$ cat config.mk
export PLATFORM = sky130hd
export DESIGN_NAME = sseg_disp_arbiter
export DESIGN_NICKNAME = d
export VERILOG_FILES = /design/src/rtl/sseg_pkg.sv /design/src/rtl/rr_pick3.sv /design/src/rtl/sseg_disp_arbiter.sv
export SDC_FILE = /design/constraint.sdc
export NUM_CORES = 1
export LEC_CHECK = 0
export ABC_AREA = 1
export CORE_UTILIZATION = 44
export DETAILED_ROUTE_END_ITERATION = 8
export PLACE_DENSITY = 0.84
export SETUP_SLACK_MARGIN = 0.3
export SLEW_MARGIN = 5
export SYNTH_ARGS = -nofsm -noshare
export SYNTH_HDL_FRONTEND = slang
export SYNTH_SLANG_ARGS = --single-unit
$ cat constraint.sdc
create_clock -name clk -period 1.9 [get_ports clk]
set_input_delay 0.38 -clock clk [delete_from_list [all_inputs] [get_ports clk]]
set_output_delay 0.38 -clock clk [all_outputs]
set_load 0.05 [all_outputs]
$ cat src/rtl/sseg_pkg.sv
// rtl/sseg_pkg.sv - shared types and constants for the seven-segment display arbiter
//
// Purpose: holds the arbiter state enum, the requester count and a one-hot
//          helper used by the top level.
// Contents: N_REQ, state_e, onehot()
package sseg_pkg;

  localparam int N_REQ = 3;

  typedef enum logic [1:0] {
    IDLE,
    GRANT,
    SWITCH
  } state_e;

  // Requester index to one-hot grant vector.
  function automatic logic [N_REQ-1:0] onehot(input logic [1:0] idx);
    return {{(N_REQ-1){1'b0}}, 1'b1} << idx;
  endfunction

endpackage

$ cat src/rtl/rr_pick3.sv
// rtl/rr_pick3.sv - combinational three-way round-robin pick
//
// Purpose: finds the first set request bit starting one past the last owner
//          and wrapping, so the last owner itself is the final candidate.
// Ports:
//   req  [2:0] in  - request vector
//   last [1:0] in  - previous owner index
//   pick [1:0] out - chosen requester index (0 when any is low)
//   any        out - at least one request bit is set
module rr_pick3
  import sseg_pkg::*;
(
  input  logic [N_REQ-1:0] req,
  input  logic [1:0]       last,
  output logic [1:0]       pick,
  output logic             any
);

  logic [1:0] idx;

  // Walk candidates from farthest to nearest so the nearest set bit is the
  // last assignment and therefore wins.
  always_comb begin
    pick = 2'd0;
    idx  = 2'd0;
    any  = |req;
    for (int i = N_REQ; i >= 1; i--) begin
      idx = 2'((int'(last) + i) % N_REQ);
      if (req[idx]) pick = idx;
    end
  end

endmodule

$ cat src/rtl/sseg_disp_arbiter.sv
// rtl/sseg_disp_arbiter.sv - round-robin owner arbiter for a shared seven-segment display
//
// Purpose: grants the display to one of three requesters, keeps the owner for
//          at least HOLD cycles while it still requests, and inserts one idle
//          cycle between owners.
// Ports:
//   clk            in  - system clock, rising edge
//   rst            in  - asynchronous active-low reset
//   req   [2:0]    in  - level-sensitive requests, bit i = requester i
//   data0..2[31:0] in  - eight BCD nibbles per requester, nibble k = digit k
//   grant [2:0]    out - registered one-hot or zero ownership
//   disp_en        out - registered, high while grant is nonzero
//   disp_data[31:0]out - owner's data, zero with no owner
module sseg_disp_arbiter
  import sseg_pkg::*;
#(
  parameter int HOLD = 100_000_000
) (
  input  logic             clk,
  input  logic             rst,
  input  logic [N_REQ-1:0] req,
  input  logic [31:0]      data0,
  input  logic [31:0]      data1,
  input  logic [31:0]      data2,
  output logic [N_REQ-1:0] grant,
  output logic             disp_en,
  output logic [31:0]      disp_data
);

  localparam int CNT_W = $clog2(HOLD);

  state_e             state_q, state_d;
  logic [N_REQ-1:0]   grant_q, grant_d;
  logic               disp_en_q, disp_en_d;
  logic [1:0]         last_owner_q, last_owner_d;
  logic [CNT_W-1:0]   hold_cnt_q, hold_cnt_d;

  logic [1:0]         pick;
  logic               any_req;
  logic [N_REQ-1:0]   others;
  logic               owner_req;
  logic               hold_done;

  rr_pick3 u_pick (
    .req  (req),
    .last (last_owner_q),
    .pick (pick),
    .any  (any_req)
  );

  // While granted, grant_q is the owner's one-hot, so it masks the owner out.
  assign others    = req & ~grant_q;
  assign owner_req = |(req & grant_q);
  assign hold_done = (hold_cnt_q == CNT_W'(HOLD - 1));

  always_comb begin
    state_d      = state_q;
    grant_d      = grant_q;
    last_owner_d = last_owner_q;
    hold_cnt_d   = hold_cnt_q;
    unique case (state_q)
      IDLE, SWITCH: begin
        // SWITCH is always a single cycle; with no requests both fall to IDLE.
        grant_d    = '0;
        hold_cnt_d = '0;
        state_d    = IDLE;
        if (any_req) begin
          state_d      = GRANT;
          grant_d      = onehot(pick);
          last_owner_d = pick;
        end
      end
      GRANT: begin
        // An owner dropping its request leaves regardless of hold_done.
        if (!owner_req || (hold_done && (|others))) begin
          grant_d    = '0;
          hold_cnt_d = '0;
          state_d    = (|others) ? SWITCH : IDLE;
        end else if (!hold_done) begin
          hold_cnt_d = hold_cnt_q + CNT_W'(1);
        end
      end
      default: begin
        state_d = IDLE;
        grant_d = '0;
      end
    endcase
    disp_en_d = |grant_d;
  end

  always_ff @(posedge clk or negedge rst) begin
    if (!rst) begin
      state_q      <= IDLE;
      grant_q      <= '0;
      disp_en_q    <= 1'b0;
      last_owner_q <= 2'd2;
      hold_cnt_q   <= '0;
    end else begin
      state_q      <= state_d;
      grant_q      <= grant_d;
      disp_en_q    <= disp_en_d;
      last_owner_q <= last_owner_d;
      hold_cnt_q   <= hold_cnt_d;
    end
  end

  assign grant   = grant_q;
  assign disp_en = disp_en_q;

  // Straight nibble-for-nibble pass of the owner's word to the digit inputs.
  always_comb begin
    disp_data = 32'h0;
    case (grant_q)
      3'b001:  disp_data = data0;
      3'b010:  disp_data = data1;
      3'b100:  disp_data = data2;
      default: disp_data = 32'h0;
    endcase
  end

endmodule

==> metrics.md, run 1 <==
| Metric | Value |
|---|---|
| Pin count of the biggest net entering global routing | `36` |
| Top cells by count, synth | `nand2_1 (225), nand3_1 (72), nor2_1 (53), inv_1 (37), dfrtp_1 (34)` |
| Buffers added on ports | `around 140` |
| Syn nets | `641` |
| Total Routing Usage GR | `75.8%` |
| Leading cell type by number of instances after synthesis | `nand2_1` |
| Area leader, netlist | `dfrtp_1` |
| Synthesized instance count | `535` |
| Height of the die | `87.5 um` |
| Synth Cell Area | `3220 um2` |
| Stopped at | `global routing` |
| Fraction of registers with async set/reset | `100%` |
| Mux share of post-synthesis cell area | `0%` |
| Xor-xnor portion of the synthesized cell area | `1.36%` |
| Mean Syn Cell Area | `6.02 um2` |
| Number of flops mapped to enable cells by yosys | `0` |
| GRT overflow | `25` |
| Clock Root Buffer | `clkbuf_8` |
| Row cnt | `30` |
| Die width | `87.5 um` |
| Critical endpoint after global-route timing repair | `disp_data[30]` |
| Initial Util | `46.3%` |
| CTS buffer count | `5` |
| Final Wtd Congestion | `0.910` |
| Clock tree buffer depth | `2` |
| Yosys top cell area share | `26.4%` |
| Synth top area cells | `dfrtp_1 (26%), nand2_1 (26%), nand3_1 (11%)` |
| Register area share after synthesis | `between 20% and 30%` |
| HPWL Detailed | `9.76 mm` |
| Synth warn | `0` |
| TritonCTS Sinks | `35` |
| Synth Area in Adders | `1.94%` |
| Post-synthesis simple-gate area fraction | `55.6%` |
| Status | `stopped before the end` |
| WEP type | `primary output` |
| Distinct cells, synth | `34` |
| Main combinational cell family by area after synthesis | `simple AND/OR/NAND/NOR gates` |
| IO Count | `137` |
| Post-synthesis compound-gate area fraction | `roughly 5%` |
| H-tree Lvls | `2` |
| Main synth FF type | `dfrtp_1` |
| Tool error | `[ERROR GRT-0232] Routing congestion too high. Check the congestion heatmap in the GUI.` |
| Number of synthesized register bits | `35` |
-- layer usage --
layer	overflow	global-route usage, %
met1	0	77.3
met2	14	92.0
met3	0	62.7
met4	10	72.3
met5	1	16.2
-- kinds of logic after synthesis --
kind of cell               Yosys count
xor gates and xnor gates             5
DFF                                 35
adders and majority gates            5
buffers and inverters               60
AOI/OAI and AO/OA                   28
and+or+nand+nor                    402
-- timing repair --
| action | CTS |
|---|---|
| gates resized for setup | 43 |
| endpoints found under the hold margin | 0 |
| pin swaps | 21 |
| hold buffers | 0 |
| buffers inserted | 14 |
| gates cloned | 4 |
| endpoints found under the setup margin | 68 |
-- metrics by stage --
stage | TNS, ps | instances | setup slack, ps | cell area, um2 | utilization [%]
4_1_cts | -4120 | 796 | -146 | 5980 | 86.2
3_5_place_dp | -129 | 770 | -20.7 | 5560 | 80.0
3_3_place_gp | 0 | 770 | 43.0 | 5560 | 80.0
2_1_floorplan | 0 | 535 | 224 | 3710 | -
==> run 2: changes to the inputs <==
- CORE_UTILIZATION: 44 -> 40
- PLACE_DENSITY: 0.84 -> not set
- PLACE_DENSITY_LB_ADDON: not set -> 0.15
- SETUP_SLACK_MARGIN: 0.3 -> not set
==> run 2 against run 1 <==
Compared with the run above: the flow now finishes, with violations (negative setup slack); synthesized cell count is the same; area after synthesis unchanged.
==> metrics.md, run 2 <==
| Metric | Value |
|---|---|
| Status | `finished, violations left` |
| Failing checks | `negative setup slack` |
| Worst-margin pin slew | `487 ps` |
| H-tree Lvls | `2` |
| Clock tree buffer depth | `2` |
| First-pass iteration count of the detailed router | `7` |
| Synth top area cells | `dfrtp_1 (26%), nand2_1 (26%), nand3_1 (11%)` |
| Number of global-route vias before repair | `4261` |
| Post-route insts no fill | `804` |
| Final setup vio count | `32` |
| Final period utilization | `107%` |
| Total Wirelength | `12.9 mm` |
| Crit path kind | `flop to output pin` |
| IO Count | `137` |
| Starting DRT DRC Count | `roughly 400` |
| Row cnt | `32` |
| Top cells by count, synth | `nand2_1 (225), nand3_1 (72), nor2_1 (53), inv_1 (37), dfrtp_1 (34)` |
| Worst-path clk slew | `70 ps` |
| CTS buffer count | `5` |
| DIE AREA | `8410 um2` |
| Most common cell after layout, fill and taps aside | `nand2_1` |
| Height of the die | `91.7 um` |
| WL met2 | `6.59 mm` |
| Final Slew Violations | `0` |
| Synthesized instance count | `535` |
| Pin count of the biggest net entering global routing | `36` |
| Main synth FF type | `dfrtp_1` |
| Hold WS | `493 ps` |
| First-pass GRT wire length | `19.7 mm` |
| Top layer reached by signal wires | `met4` |
| Met1 wire length | `roughly 5.1 mm` |
| Total Routing Usage GR | `29.5%` |
| Syn nets | `641` |
| Mean Syn Cell Area | `approximately 6 um2` |
| DR DRC count | `0` |
| Worst setup margin | `-140 ps` |
| TritonCTS Sinks | `35` |
| Initial Util | `41.4%` |
| RSZ-0062 raised after global routing | `true` |
| Max Clk Rate | `0.490 GHz` |
| Hold WC Path Type | `primary input to asynchronous set/reset pin` |
| Number of flops mapped to enable cells by yosys | `0` |
| Fraction of registers with async set/reset | `100%` |
| Clk_skew | `between 6 and 7 ps` |
| Max VDD drop | `1.01 mV` |
| CP Capture Type | `output pin` |
| Placed insts | `781` |
| DR vias/cell | `roughly 5.3` |
| Buffers added on ports | `approximately 140` |
| Final hold violation count | `0` |
| Die width | `91.7 um` |
| Max-slew headroom | `between 60% and 70%` |
| Yosys top cell area share | `26.4%` |
| CP max FO | `8` |
| Worst Reg-to-Reg Cells | `11` |
| WP data required | `between 1500 and 2000 ps` |
| WL met3 | `~830 um` |
| Distinct cells, synth | `34` |
| Crit start category | `flop` |
| Clock latency on the worst-skew pair | `290 ps` |
| Area leader, netlist | `dfrtp_1` |
| Register area share after synthesis | `27.3%` |
| Synth Cell Area | `3220 um2` |
| Final Wtd Congestion | `1.00` |
| Setup WS pre-CTS | `-50.7 ps` |
| CTS hold repair buffers | `0` |
| WP data arrival | `1660 ps` |
| Clock Root Buffer | `clkbuf_8` |
| Core ar. | `between 7000 and 8000 um2` |
| Tmin final | `2040 ps` |
| Most frequent cells in the layout | `nand2_1 (192), clkdlybuf4s50_1 (101), nor2_1 (51)` |
| Number of synthesized register bits | `35` |
| Nets@finish | `around 810` |
| P&R area growth vs syn | `81.5%` |
| Leak pwr | `0.00263 uW` |
| Diode count | `0` |
| Pwr/cell area | `1360 nW/um2` |
| Initial antenna violation count | `0` |
| Vias | `4278` |
| Max reg flops | `27` |
| CTS tree | `yes` |
| Post-route ant nets | `0` |
| Fraction of layout cells with a size suffix above 1 | `between 20% and 30%` |
| Filler cell count | `564` |
| MaxCap Viol Count | `0` |
| Leading cell type by number of instances after synthesis | `nand2_1` |
| DR WL/cell | `16.1 um` |
| Synth warn | `0` |
| GRT overflow | `0` |
| Largest register by flop count | `hold_cnt_q` |
| HPWL Detailed | `~9.3 mm` |
-- run 2: cell counts after synthesis --
No cell type changed its count.
-- run 2: per-stage QoR --
step           total power [uW]  utilization [%]  setup TNS (ps)  cell area, um2
2_1_floorplan              4000                -           -1280            3390
5_1_grt                    8250             75.2           -5350            5840
3_5_place_dp               6660             68.8            -576            5350
3_3_place_gp               6590             68.8               0            5350
6_report                   7960             75.2           -3650            5840
4_1_cts                    7640             72.5           -1630            5630
-- run 2: worst paths after layout --
path,startpoint,slack [ps],to
worst max register to register,hold_cnt_q[0],110,hold_cnt_q[18]
worst max-delay path,grant[0],-140,disp_data[16]
min in group clk,hold_cnt_q[7],570,hold_cnt_q[7]
max in group asynchronous,rst,1040,last_owner_q[1]
worst min register to register,hold_cnt_q[7],570,hold_cnt_q[7]
worst min-delay path,rst,490,hold_cnt_q[10]
-- run 2: worst max-delay path, stage by stage, from the launching register on --
cell and delay [ps]:
dfrtp_2 470, inv_2 80, nor3_4 220, buf_6 160, clkbuf_16 170, nand2_2 60, nand3_2 70, buf_12 140
-- run 2: report_power, final --
part | internal (uW) | total [uW] | switching, uW
Clock | 331 | 611 | 280
Sequential | 842 | 946 | 103
Combinational | 2740 | 6400 | 3660
Total | 3920 | 7960 | 4040
-- run 2: layout make-up --
cell class	count	area [um2]	area share, %
Multi-Input combinational cell	440	2440	41.8
Timing Repair Buffer	177	2130	36.4
Sequential cell	35	882	15.1
Inverter	42	160	2.74
Tap cell	102	128	2.19
Clock buffer	8	100	1.71
-- run 2: what timing repair did --
item | in CTS | in global routing
pin swaps | 2 | 32
cloned | 3 | 2
resized for setup | 11 | 65
setup endpoints to repair | 32 | 63
setup buffers | 10 | 4
-- run 2: metal layers --
metal  up-vias  GRT usage, %
met5         -             0
met4         0          10.5
met3        38          6.22
met2       197          52.9
met1      1990          34.7
li1       2053             -
-- run 2: kinds of logic (layout without fill, tap and decap cells) --
group	Yosys count	after routing	share of synthesized area [%]
DFF	35	35	27.3
buffers and inverters	60	227	8.71
AOI/OAI and AO/OA	28	28	5.13
adders and majority gates	5	5	1.94
xor gates and xnor gates	5	5	1.36
and+or+nand+nor	402	402	55.6
No activity file was read; power rests on OpenSTA's default activity.
==> RTL change 1: new RTL, flow settings as in run 2 <==
Make the reset (`rst`) synchronous in one clocked block. Comments in the files are not updated.
--- a/src/rtl/sseg_disp_arbiter.sv
+++ b/src/rtl/sseg_disp_arbiter.sv
@@ -89,5 +89,5 @@
   end
 
-  always_ff @(posedge clk or negedge rst) begin
+  always_ff @(posedge clk) begin
     if (!rst) begin
       state_q      <= IDLE;
Function: differs if rst is asserted again (counterexample within 4 cycles, from zero or initial values and one cycle with rst low); with rst held inactive, the same outputs for 10 cycles.
==> RTL change 1 against run 2 <==
The flow still finishes with violations (setup timing); total power decreased by 31%; global-route usage increased by 3.0 points; worst setup slack better by 0.041 ns; wire length rose by 21%; cell count increased by 4.9%; design area rose by 7.1%; sequential cell count stayed put; synthesized area decreased by 2.8%; critical endpoint is now disp_data[28]; highest routed layer unchanged.
==> RTL change 1: results (changes against run 2) <==
- Met1 WL: 5.82 mm (+13%)
- Combinational power share: 0.719 (-0.085)
- Critical Path AT: 1.62 ns (-0.04 ns)
- Delay of the slowest cell on the worst path: 0.38 ns (-0.09 ns)
- Peak supply drop: 0.000562 V (-44%)
- Vias in the first global route: 4291 (+0.70%)
- Seq/Total Area, Yosys: 0.224 (-0.0486)
- Count of non-CTS inverters in the layout: 54 (+29%)
- Met3 routed wirelength: 1.28 mm (+54%)
- M3 GR Usage: 0.0581 (-0.00411)
- Buffer share of cell area: 0.389 (+0.0249)
- Run status: complete, but fails checks
- Util after Layout: 0.844 (+0.0927)
- Antenna Cells: 0 (unchanged)
- Setup WS post-layout: -0.0991 ns (+0.0412 ns)
- Post-DR wirelength/cell: 18.6 um (+15%)
- Routed length on met2: 7.70 mm (+17%)
- # clk buffers: 5 (-3)
- Grt met2 use: 0.592 (+0.0628)
- Final setup TNS: -2.26 ns (+1.38 ns)
- Synth async-reset ratio: 0 (-1.00)
- Worst path slowest cell: dfxtp_4
- Register area: 717 um2 (-19%)
- Final Setup Violations: 34 (+6.3%)
- Final Net Count: 849 (+5.2%)
- Area after DPL: 5320 um2 (-0.54%)
- Max_slew headroom: 0.611 (-0.0634)
- Multi-input gate share of total cell area: 0.424 (+0.00554)
- Most frequent cells after synthesis: nand2_1 (203), nor2_1 (82), nand3_1 (65)
- Vias: 4666 (+9.1%)
- Mapped Avg Cell Area: 5.65 um2 (-6.1%)
- Post-Synth XOR/XNOR Area: 0.0168 (+0.00319)
- Largest net degree at the start of global routing: 22 (-39%)
- Leakage: 2.65 nW (+0.67%)
- Synth Net Count: 660 (+3.0%)
- GR Util met1: 0.379 (+0.0313)
- Class of the worst hold path: reg -> reg
- First-pass GRT wire length: 21.0 mm (+6.6%)
- Clock-cell share: 0.0186 (+0.00146)
- Flop pwr share: 0.150 (+0.031)
- Pre-CTS setup slack: -0.259 ns (-0.208 ns)
- Internal power: 0.00302 W (-23%)
- Share of cells above drive strength 1: 0.332 (+0.0571)
- Cell Count Post-Placement: 804 (+2.9%)
- Total Power: 0.00552 W (-31%)
- 1st-iter DRT viols: 321 (-20%)
- Total iterations of the first detailed-routing run: 6 (-1)
- RePlAce Congestion: 0.981 (-1.9%)
- Most common flop cell mapped by yosys: dfxtp_1
- HPWL after DPL: 9.85 mm (+6.0%)
- Setup Skew: 0.00895 ns (+0.00216 ns)
- Count of non-CTS buffers in the layout: 198 (+12%)
- Vias/cell: 5.53 (+4.0%)
- Post-synthesis compound-gate area fraction: 0.0900 (+0.0387)
- Total GRT Usage: 0.325 (+0.0299)
- Multi-input gate area: 2650 um2 (+8.6%)
- Fill cells: 421 (-25%)
- Violated checks: setup timing
- Comb_multi_in: 449 (+2.0%)
==> RTL change 1: changes by cell type after synthesis, moves of 10 or more <==
cell     delta
nand3_2    -10
a21oi_2    +12
nand2_1    -22
nor2_1     +29
dfrtp_1    -34
a21oi_1    +11
dfxtp_1    +35
==> RTL change 1: final timing paths <==
path / cells past startpoint / slack, ns / to / start
setup / recovery: 7 / -0.1 / disp_data[28] / grant[0]
hold / removal: 2 / 0.50 / last_owner_q[0] / last_owner_q[0]
setup reg to reg: 13 / -0.06 / hold_cnt_q[23] / hold_cnt_q[0]
hold reg to reg: 2 / 0.50 / last_owner_q[0] / last_owner_q[0]
==> RTL change 1: timing repair <==
item,in CTS,in global routing
gates cloned,7,6
gates resized for setup,41,83
setup endpoints to repair,35,58
pin swaps,19,43
hold buffers,0,0
setup buffers,9,10
==> RTL change 2: new RTL, flow settings as in run 2 <==
Made on the original files. The parameter `HOLD` goes from 100_000_000 to 50_000_000.
--- a/src/rtl/sseg_disp_arbiter.sv
+++ b/src/rtl/sseg_disp_arbiter.sv
@@ -15,5 +15,5 @@
   import sseg_pkg::*;
 #(
-  parameter int HOLD = 100_000_000
+  parameter int HOLD = 50_000_000
 ) (
   input  logic             clk,
Check against the original RTL: no difference found for any inputs over 4 cycles, from zero or initial values and one cycle with rst low; that may be too few to reach the edited logic, so the function may still have changed.
==> RTL change 2 against run 2 <==
The run still ends with setup timing left; cell count decreased by 2.5%; design area fell by 6.8%; critical path depth fell by 1; worst setup slack improved by 0.042 ns; sequential cell count shrank 1; synthesized area decreased by 3.2%; wire length decreased by 11%; total power is 19% lower; critical path type unchanged; critical endpoint is now disp_data[6]; largest cell class unchanged; highest routed layer unchanged.
==> RTL change 2: results (changes against run 2) <==
- Most frequent cells after synthesis: nand2_1 (224), nand3_1 (80), nor2_1 (59)
- Final Net Count: 790 (-2.1%)
- RePlAce Congestion: 0.998 (-0.20%)
- Post-route insts no fill: 784 (-2.5%)
- Fill cells: 581 (+3.0%)
- Clock-pin slew on the worst setup and hold paths: 0.07 ns (about the same)
- Final Setup Violations: 32 (unchanged)
- Reg with most FFs: hold_cnt_q
- Post-DR wirelength/cell: 14.6 um (-9.1%)
- Setup WS post-layout: -0.0984 ns (+0.0419 ns)
- Clock Latency Late Sink: 0.29 ns (about the same)
- Synth top area cells: nand2_1 (27%), dfrtp_1 (27%), nand3_1 (13%)
- Met3 routed wirelength: 888 um (+6.7%)
- Max_slew headroom: 0.674 (about the same)
- TritonCTS Buffers: 5 (unchanged)
- Synth async-reset ratio: 1.00 (unchanged)
- 1st-iter DRT viols: 278 (-30%)
- Initial antenna violation count: 0 (unchanged)
- Peak supply drop: 0.000590 V (-42%)
- Max reg flops: 26 (-3.7%)
- Max Fanout on Critical Path: 16 (+8)
- Routed length on met2: 5.87 mm (-11%)
- Synth Warn #: 0 (unchanged)
- Grt met2 use: 0.511 (-0.0174)
- Violated checks: setup timing
- DR top layer: met4
- Synth Net Count: 635 (-0.94%)
- Seq/Total Area, Yosys: 0.273 (+0.000943)
- HPWL after DPL: 8.97 mm (-3.4%)
- Total iterations of the first detailed-routing run: 5 (-2)
- Total GRT Usage: 0.284 (-0.0114)
- Setup Skew: 0.00572 ns (-0.00107 ns)
- Leakage: 2.52 nW (-4.3%)
- Vias/cell: 5.14 (-3.4%)
- Post-synthesis mux area share: 0 (unchanged)
- Post-Synth XOR/XNOR Area: 0.0309 (+0.0173)
- H-Tree Depth: 2 (unchanged)
- Buffers on Ports: 136 (unchanged)
- Mapped Cells: 529 (-1.1%)
- Share of cells above drive strength 1: 0.212 (-0.0632)
- Met1 WL: 4.49 mm (-13%)
- M3 GR Usage: 0.0631 (+0.000942)
- Clk buf depth: 2 (unchanged)
- Vias in the first global route: 4026 (-5.5%)
- Area after DPL: 5250 um2 (-1.8%)
- GR Util met1: 0.331 (-0.0166)
- Post-CTS Resized: 9 (-2)
- Setup Fix Bufs, Post-CTS: 3 (-7)
- Antenna Cells: 0 (unchanged)
- First-pass GRT wire length: 18.7 mm (-5.5%)
- Run status: complete, but fails checks
- Critical Path AT: 1.62 ns (-0.04 ns)
- Post-synthesis compound-gate area fraction: 0.0438 (-0.00755)
- Largest net degree at the start of global routing: 35 (-2.8%)
- Synth Area in Adders: 0.0201 (+0.000640)
- Unique masters post-synth: 32 (-5.9%)
- Cell Count Post-Placement: 770 (-1.4%)
RTL change 2: cell count changes in the layout (fill, tap and decap cells not counted), sizes merged, moves of 3 or more:
cell / before / now
buf: 74 / 64
nand4: 14 / 8
nor2: 57 / 64
nor3: 14 / 11
o21ai: 20 / 12
xor2: 4 / 10
RTL change 2: path summary, 6_finish.rpt:
kind	from	to	slack, ns	cells past startpoint
min in group clk	last_owner_q[1]	last_owner_q[1]	0.55	2
worst min register to register	last_owner_q[1]	last_owner_q[1]	0.55	2
max in group asynchronous	rst	last_owner_q[1]	1.06	2
worst max register to register	last_owner_q[0]	grant[0]	0.17	11
worst min-delay path	rst	hold_cnt_q[9]	0.50	2
worst max-delay path	grant[0]	disp_data[6]	-0.1	6
RTL change 2: metrics by stage:
stage	worst slack [ns]	hold slack, ns	utilization	setup TNS, ns
floorplan	-0.0268	0.0844	-	-0.713
global placement	-0.0442	0.525	0.708	-0.802
detailed placement	-0.0851	0.533	0.708	-1.39
CTS	-0.0702	0.515	0.730	-1.76
global route	-0.155	0.533	0.735	-4.37
finish	-0.0984	0.497	0.735	-1.77
RTL change 2: power by group:
part	total (W)	switching, W	internal, W
Sequential	0.000902	0.0000790	0.000823
Combinational	0.00495	0.00284	0.00211
Clock	0.000569	0.000277	0.000293
RTL change 2: worst max-delay path, cell delays in order (launching register included):
cell and delay, ns:
dfrtp_2 0.46, nor3_4 0.24, buf_4 0.15, buf_12 0.14
nand2_1 0.08, nand3_2 0.11, buf_12 0.14
RTL change 2: layout make-up:
class                   instances  share of cell area
well taps                      99              0.0228
clock buffers                   7              0.0159
repair buffers                167               0.371
inverters                      42              0.0294
flip-flops and latches         34               0.157
multi-input cells             434               0.402
clock inverters                 1            0.000920
